**config.mk**
```make
export PLATFORM = sky130hd
export DESIGN_NAME = arm_code_emitter
export DESIGN_NICKNAME = d
export VERILOG_FILES = /design/src/rtl/arm_code_emitter.sv
export SDC_FILE = /design/constraint.sdc
export NUM_CORES = 1
export LEC_CHECK = 0
export CAP_MARGIN = 5
export CORE_AREA = 10 10 127 129
export CTS_CLUSTER_SIZE = 30
export DETAILED_ROUTE_END_ITERATION = 16
export DIE_AREA = 0 0 137 139
export GPL_ROUTABILITY_DRIVEN = 0
export PLACE_DENSITY = 0.77
export SLEW_MARGIN = 20
export SYNTH_ARGS = -nofsm -noshare
export SYNTH_HDL_FRONTEND = slang
export SYNTH_SLANG_ARGS = --single-unit
```
**constraint.sdc**
```tcl
create_clock -name clk -period 2.9 [get_ports clk]
set_clock_uncertainty 0.1 [all_clocks]
set_input_delay 0.725 -clock clk [delete_from_list [all_inputs] [get_ports clk]]
set_output_delay 0.725 -clock clk [all_outputs]
set_load 0.01 [all_outputs]
```
**src/rtl/arm_code_emitter.sv**
```systemverilog
// Two-stage template emitter: stage A registers the id for the template ROM, stage B
// classifies the ROM word, patches BL offsets and holds the code-memory write request.
module arm_code_emitter #(
   parameter int unsigned ADDR_W  = 16,
   parameter logic [6:0]  CALL_ID = 7'h2C
) (
   input  logic              clk,
   input  logic              rst_n,
   input  logic              start,
   input  logic [ADDR_W-1:0] base_addr,
   input  logic              id_valid,
   output logic              id_ready,
   input  logic [6:0]        id_data,
   input  logic              id_last,
   input  logic [ADDR_W-1:0] id_target,
   output logic [6:0]        rom_id,
   input  logic [31:0]       rom_word,
   output logic              mem_valid,
   input  logic              mem_ready,
   output logic [ADDR_W-1:0] mem_addr,
   output logic [31:0]       mem_wdata,
   output logic              busy,
   output logic              done,
   output logic              error,
   output logic [ADDR_W-1:0] emit_count
);

   typedef enum logic [1:0] {IDLE, RUN, DRAIN, ERR} state_t;

   state_t            state, state_nx;
   logic [ADDR_W-1:0] pc, pc_nx, emit_count_nx, a_target, a_target_nx, mem_addr_nx;
   logic              a_valid, a_valid_nx, a_last, a_last_nx;
   logic              mem_valid_nx, error_nx, done_nx;
   logic [6:0]        rom_id_nx;
   logic [31:0]       mem_wdata_nx;
   logic              a_adv, id_fire, mem_fire, unmapped, empty_tpl;
   logic [ADDR_W-1:0] rel;
   logic [23:0]       off;

   assign a_adv     = a_valid && (!mem_valid || mem_ready);
   assign id_ready  = (state == RUN) && (!a_valid || a_adv);
   assign id_fire   = id_valid && id_ready;
   assign mem_fire  = mem_valid && mem_ready;
   assign busy      = (state != IDLE);
   assign unmapped  = (rom_word == '1);
   assign empty_tpl = (rom_id == '0);
   // ARM reads PC as the current word + 2 words
   assign rel       = a_target - pc - ADDR_W'(2);
   assign off       = 24'($signed(rel));

   // pc names the address the next stage-B word will take, so it steps when a word
   // enters stage B; this equals "pc+1 per handshake" without a same-cycle collision.
   always_comb begin
      state_nx      = state;
      pc_nx         = pc;
      emit_count_nx = emit_count;
      a_valid_nx    = a_valid;
      rom_id_nx     = rom_id;
      a_last_nx     = a_last;
      a_target_nx   = a_target;
      mem_valid_nx  = mem_valid;
      mem_addr_nx   = mem_addr;
      mem_wdata_nx  = mem_wdata;
      error_nx      = error;
      done_nx       = 1'b0;

      if (mem_fire) begin
         emit_count_nx = emit_count + ADDR_W'(1);
         mem_valid_nx  = 1'b0;
      end
      if (a_adv) a_valid_nx = 1'b0;
      if (id_fire) begin
         a_valid_nx  = 1'b1;
         rom_id_nx   = id_data;
         a_last_nx   = id_last;
         a_target_nx = id_target;
      end
      if (a_adv && !unmapped && !empty_tpl) begin
         mem_valid_nx = 1'b1;
         mem_addr_nx  = pc;
         pc_nx        = pc + ADDR_W'(1);
         mem_wdata_nx = (rom_id == CALL_ID) ? {rom_word[31:24], off} : rom_word;
      end

      case (state)
         IDLE, ERR: if (start) begin
            state_nx      = RUN;
            pc_nx         = base_addr;
            emit_count_nx = '0;
            error_nx      = 1'b0;
         end
         RUN: if (id_fire && id_last) state_nx = DRAIN;
         DRAIN: if ((!a_valid || (a_adv && a_last)) && !mem_valid_nx) begin
            state_nx = IDLE;
            done_nx  = 1'b1;
         end
         default: state_nx = IDLE;
      endcase

      if ((state == RUN || state == DRAIN) && a_adv && unmapped) begin
         state_nx     = ERR;
         error_nx     = 1'b1;
         a_valid_nx   = 1'b0;
         mem_valid_nx = 1'b0;
         done_nx      = 1'b0;
      end
   end

   always_ff @(posedge clk or negedge rst_n) begin
      if (!rst_n) begin
         state      <= IDLE;
         pc         <= '0;
         emit_count <= '0;
         a_valid    <= 1'b0;
         rom_id     <= '0;
         a_last     <= 1'b0;
         a_target   <= '0;
         mem_valid  <= 1'b0;
         mem_addr   <= '0;
         mem_wdata  <= '0;
         error      <= 1'b0;
         done       <= 1'b0;
      end else begin
         state      <= state_nx;
         pc         <= pc_nx;
         emit_count <= emit_count_nx;
         a_valid    <= a_valid_nx;
         rom_id     <= rom_id_nx;
         a_last     <= a_last_nx;
         a_target   <= a_target_nx;
         mem_valid  <= mem_valid_nx;
         mem_addr   <= mem_addr_nx;
         mem_wdata  <= mem_wdata_nx;
         error      <= error_nx;
         done       <= done_nx;
      end
   end

endmodule
```
# Word level (Yosys, flattened, before mapping)
# Index checks and enable logic that the tools add are counted.
# classes
n_lt_le_gt_ge,0
n_reduce_logical,29
addsub,4
n_mux,24
shifts,0
eq_ne,8
n_div,0
multipliers,0
n_bitwise,0
# ops
cell,count
2-to-1 mux 16 bit,6
"adder 16 x 1 -> 16 bit, second input constant",2
"equality test 32 bit, second input constant",1
2-to-1 mux 24 bit,1
subtractor 16 bit,1
"subtractor 16 x 2 -> 16 bit, second input constant",1
2-to-1 mux 1 bit,12
logical AND 1 bit,11
2-to-1 mux 2 bit,4
"equality test 7 x 6 -> 1 bit, second input constant",1
zero test 7 bit,1
case mux 2 bit (3 select lines),1
nonzero test 2 bit,3
zero test 1 bit,5
"equality test 2 bit, second input constant",2
logical OR 1 bit,4
"inequality test 3 x 1 -> 1 bit, second input constant",1
"inequality test 3 x 2 -> 1 bit, second input constant",1
"inequality test 3 bit, second input constant",1
AND reduction 3 bit,1
nonzero test 3 bit,1
"equality test 2 x 1 -> 1 bit, second input constant",1
zero test 2 bit,1
AND reduction 2 bit,1
OR reduction 2 bit,1
# totals
regBits,110
ram_bits,0
word_cells,77
latchBits,0
output_inout_bits,76
rom_bits,0
mem_count,0
input_bits,77

# Longest topological paths before layout
# logic_depth
ltp_word,11
ltp_mapped,11
mapped_depth_nobuf,11

# Worst setup path after synthesis
# Ideal clock, no wire load.
# synth_timing
path_kind,reg2reg
startpoint,register pc[1]
endpoint,register mem_wdata[15]
setup_time_ns,0.139
path_buffers,0
slack_ns,0.189
t_arrival_ns,2.472
required_ns,2.661
path_stages_with_launch,11
synth_period_minus_slack_ns,2.711
cell_sequence,dfrtp_1 ha_1 inv_1 ha_1 fa_1 a21o_1 a22o_1 o221ai_1 a21oi_1 nor3b_2 o31ai_1
# synth_between
elab_chain_len,3
# synth_lines
item,line,rtl
"start, declared",31,"logic [ADDR_W-1:0] pc, pc_nx, emit_count_nx, a_target, a_target_nx, mem_addr_nx;"
"start signal, assigned",125,pc <= pc_nx;
subtractor 16 bit,48,assign rel = a_target - pc - ADDR_W'(2);
subtractor 16 x 2 -> 16 bit,48,
2-to-1 mux 24 bit,82,"mem_wdata_nx = (rom_id == CALL_ID) ? {rom_word[31:24], off} : rom_word;"
"end signal, assigned",133,mem_wdata <= mem_wdata_nx;
"end, declared",21,"output logic [31:0] mem_wdata,"
# No other way between the ends.
# A chain may end at the register's enable or synchronous reset.

# Worst setup path after layout
# layout_timing
startpoint,register pc[2]
endpoint,register mem_wdata[14]
# Same word-level chain as after synthesis.

==> results.ini <==
[outcome]
run_status=finished, final reports clean

[global_route]
antenna_found_initial=0
grt.overflow.total=0
first_global_vias=5282
global_route_wire_length_before_repair_mm=27.0
groute.usage.overall_pct=17.7
grt_max_degree=57

[final_layout]
syn_to_final_growth_pct=41.3
final_design_area_no_fill_um2=8490
num-nets-final=964
finish.cell_count_without_fillers=1036
post-route-util_pct=62.1
num-fill-cells=1193
count_of_antenna_diodes_in_the_layout=0
fraction_of_final_layout_cells_sized_beyond_drive_strength_1_pct=12.9

[power_and_ir_drop]
power_switching_share_pct=41.4
net-switching-power_mw=3.99
vdd_ir_drop_max_uv=662
power.clock.fraction_pct=12.8
pwr_density_cell_nw_per_um2=1130
power.combinational.fraction_pct=59.6
p_leak_nw=3.83
power.share.sequential_pct=27.6
power_mw=9.62
p_int_mw=5.64

[drt]
met3WireLength_mm=1.17
finalWirelength_mm=16.8
drt_first_pass_iters=4
drt_first_iter_violations=272
dr.max_layer_used=met4
route.detailed.vias_per_inst=5.16
ant_nets=0
remaining_drc_errors=0
drt-wirelength-per-cell_um=16.2
routedLengthMet1_mm=6.96
route.met2.wl_mm=8.26
routed-via-count=5347

[synth]
synth-async-reset-ratio_pct=100
synth_warn=0
synth.cells.most_frequent=sky130_fd_sc_hd__nand2_1, sky130_fd_sc_hd__dfrtp_1, sky130_fd_sc_hd__nor2_1
yosysMostFrequentCell=sky130_fd_sc_hd__nand2_1
synth.cell_area_um2=6000
seq_area_frac_synth_pct=45.8
synth_top_area_cell=sky130_fd_sc_hd__dfrtp_1
mappedNetlistNets=772
synth.area.top_cells=sky130_fd_sc_hd__dfrtp_1, sky130_fd_sc_hd__nand2_1, sky130_fd_sc_hd__ha_1
avgSynthCellArea_um2=9.11
synth-main-ff-cell=sky130_fd_sc_hd__dfrtp_1
netlist.area_leader.share_pct=45.8
yosys_register_bits=110
synth_cell_type_count=50
synth-edff-count=0
synth_cells=659

[placed_design]
port-buffer-count=152
placed_cell_area_um2=8130
placed_cells=1019
detailed_place_hpwl_mm=13.2
detailedPlace.worstSlack_ns=-0.176

[clock_tree]
clock_insertion_delay_worst_skew_ns=0.36
cts.hold.buffers_added=0
path_clk_slew_ns=0.07
htree_num_levels=3
tritoncts.num_buffers=9
clock_path_buffers=2
cts_root_buf=sky130_fd_sc_hd__clkbuf_16
cts_sinks=110
clock_tree_from_tritoncts=done

[setup_path]
worstReg2RegEnd=mem_wdata[14]
crit_type=flop to flop
critical_path_required_ns=3.10
rr_startpoint=pc[2]
critPathArrivalTime_ns=2.97
r2r.worst_path.cells=9
worst-path-max-fanout=4
r2r_setup_slack_ns=0.13
cp-endpoint=mem_wdata[14]
start_kind=flop
worst_setup_path_end_kind=flop
startpoint=pc[2]

[timing]
setup_total_negative_slack_ns=0
hold_viol_final=0
worst_hold_slack_ns=0.190
finalWorstPathRequiredPeriod_ns=2.77
max_clock_freq_mhz=361
post-route-period-util_pct=95.6
report.final.slew_viol_count=0
rsz_0062_raised_after_global_routing=false
timing.final.ws_setup_ns=0.129
max_slew_margin_pct=50.7
setup_viol=0
worst_margin_pin_slew_ns=0.738

[floorplanning]
start_util_pct=43.9
die_h_um=139
fp.dieArea_um2=19000
std_cell_core_area_um2=13700
boundaryPins=153
count_of_standard_cell_rows=43
chipWidth_um=137

[flow_run]
max_cap_violations=0

[min_path]
min_path_type=input pin to async pin

registers in the layout (all words and copies together), names as in the netlist, 2 cells and up:
| name | cells |
|---|---|
| a_target | 16 |
| emit_count | 16 |
| mem_addr | 16 |
| mem_wdata | 32 |
| pc | 16 |
| rom_id | 7 |
| state | 2 |
cell usage in the layout, fill, tap and decap left out, types with 4 or more instances in the layout:
master                            Yosys  layout
sky130_fd_sc_hd__or3_1               13      13
sky130_fd_sc_hd__o31ai_2              0       4
sky130_fd_sc_hd__dfrtp_1            110     110
sky130_fd_sc_hd__clkdlybuf4s50_1      0     150
sky130_fd_sc_hd__xnor2_1             13      13
sky130_fd_sc_hd__nand2_1            128     127
sky130_fd_sc_hd__or4_1                4       4
sky130_fd_sc_hd__xor2_1              15      15
sky130_fd_sc_hd__ha_1                35      35
sky130_fd_sc_hd__a21o_1               4       4
sky130_fd_sc_hd__o21ai_0             27      27
sky130_fd_sc_hd__a31oi_1             21      21
sky130_fd_sc_hd__mux2_2              26      26
sky130_fd_sc_hd__nand3_1             23      23
sky130_fd_sc_hd__nand4_1             23      23
sky130_fd_sc_hd__inv_1               57      57
sky130_fd_sc_hd__buf_4                0      44
sky130_fd_sc_hd__buf_12               0       8
sky130_fd_sc_hd__nor3_1               6       6
sky130_fd_sc_hd__and3_1               5       5
sky130_fd_sc_hd__nor2_1              58      57
sky130_fd_sc_hd__o31ai_1             10       6
sky130_fd_sc_hd__a21oi_1             19      19
sky130_fd_sc_hd__clkbuf_16            0       9
cells by family (layout without fill, tap and decap cells):
logic type               count (synthesis)  in the layout  share of synthesized area, %
buffers and inverters                   79            276                          5.17
multiplexers                            26             26                          4.88
adder cells (fa/ha/maj)                 36             36                          7.63
AO/OA/AOI/OAI                          102            102                          10.8
XOR/XNOR                                28             28                          4.08
flip-flops                             110            110                          45.8
AND/OR/NAND/NOR                        278            278                          21.6
cell type report:
type | instances | area (um^2) | area share, %
Clock buffer | 13 | 270 | 3.18
Clock inverter | 3 | 26.3 | 0.310
Inverter | 57 | 214 | 2.52
Multi-Input combinational cell | 470 | 2990 | 35.3
Sequential cell | 110 | 2750 | 32.4
Tap cell | 180 | 225 | 2.65
Timing Repair Buffer | 203 | 2000 | 23.6
per-layer routing:
layer	vias up	track usage (%)
met5	-	0
met4	0	6.55
met3	29	5.04
met2	144	28.9
met1	2512	21.5
li1	2662	-
worst min-delay path by stage:
stage                       startpoint       endpoint  slack (ns)  cells after the start
after global placement     mem_addr[1]    mem_addr[1]        0.36                      2
after CTS                        rst_n  mem_wdata[29]        0.19                      1
after detailed placement  mem_addr[15]   mem_addr[15]        0.36                      2
final                            rst_n  mem_wdata[29]        0.19                      1
after floorplan                  rst_n         a_last        0.33                      0
after global routing             rst_n  mem_wdata[29]        0.20                      1
power groups by stage:
stage / Combinational [mW] / Sequential, mW / Clock (mW)
detailed placement: 5.64 / 2.68 / 0
global route: 6.39 / 2.74 / 1.33
global placement: 5.55 / 2.65 / 0
finish: 5.74 / 2.65 / 1.24
floorplan: 3.25 / 2.79 / 0
CTS: 5.71 / 2.66 / 1.27
critical path, cell delays in order (launching register included):
cell	delay (ns)
sky130_fd_sc_hd__dfrtp_1	0.38
sky130_fd_sc_hd__ha_1	0.30
sky130_fd_sc_hd__inv_1	0.11
sky130_fd_sc_hd__ha_1	0.24
sky130_fd_sc_hd__a21oi_1	0.21
sky130_fd_sc_hd__o22ai_1	0.18
sky130_fd_sc_hd__o41a_1	0.40
sky130_fd_sc_hd__a311oi_2	0.34
sky130_fd_sc_hd__mux2_2	0.38
sky130_fd_sc_hd__nand3_2	0.07
timing repair:
item / in CTS / in global routing
gates cloned: 0 / 0
endpoints found under the setup margin: 9 / 11
buffers inserted: 1 / 0
resized for setup: 1 / 8
pin swaps: 1 / 1
endpoints found under the hold margin: 0 / 0
(Power assumes the default switching activity.)
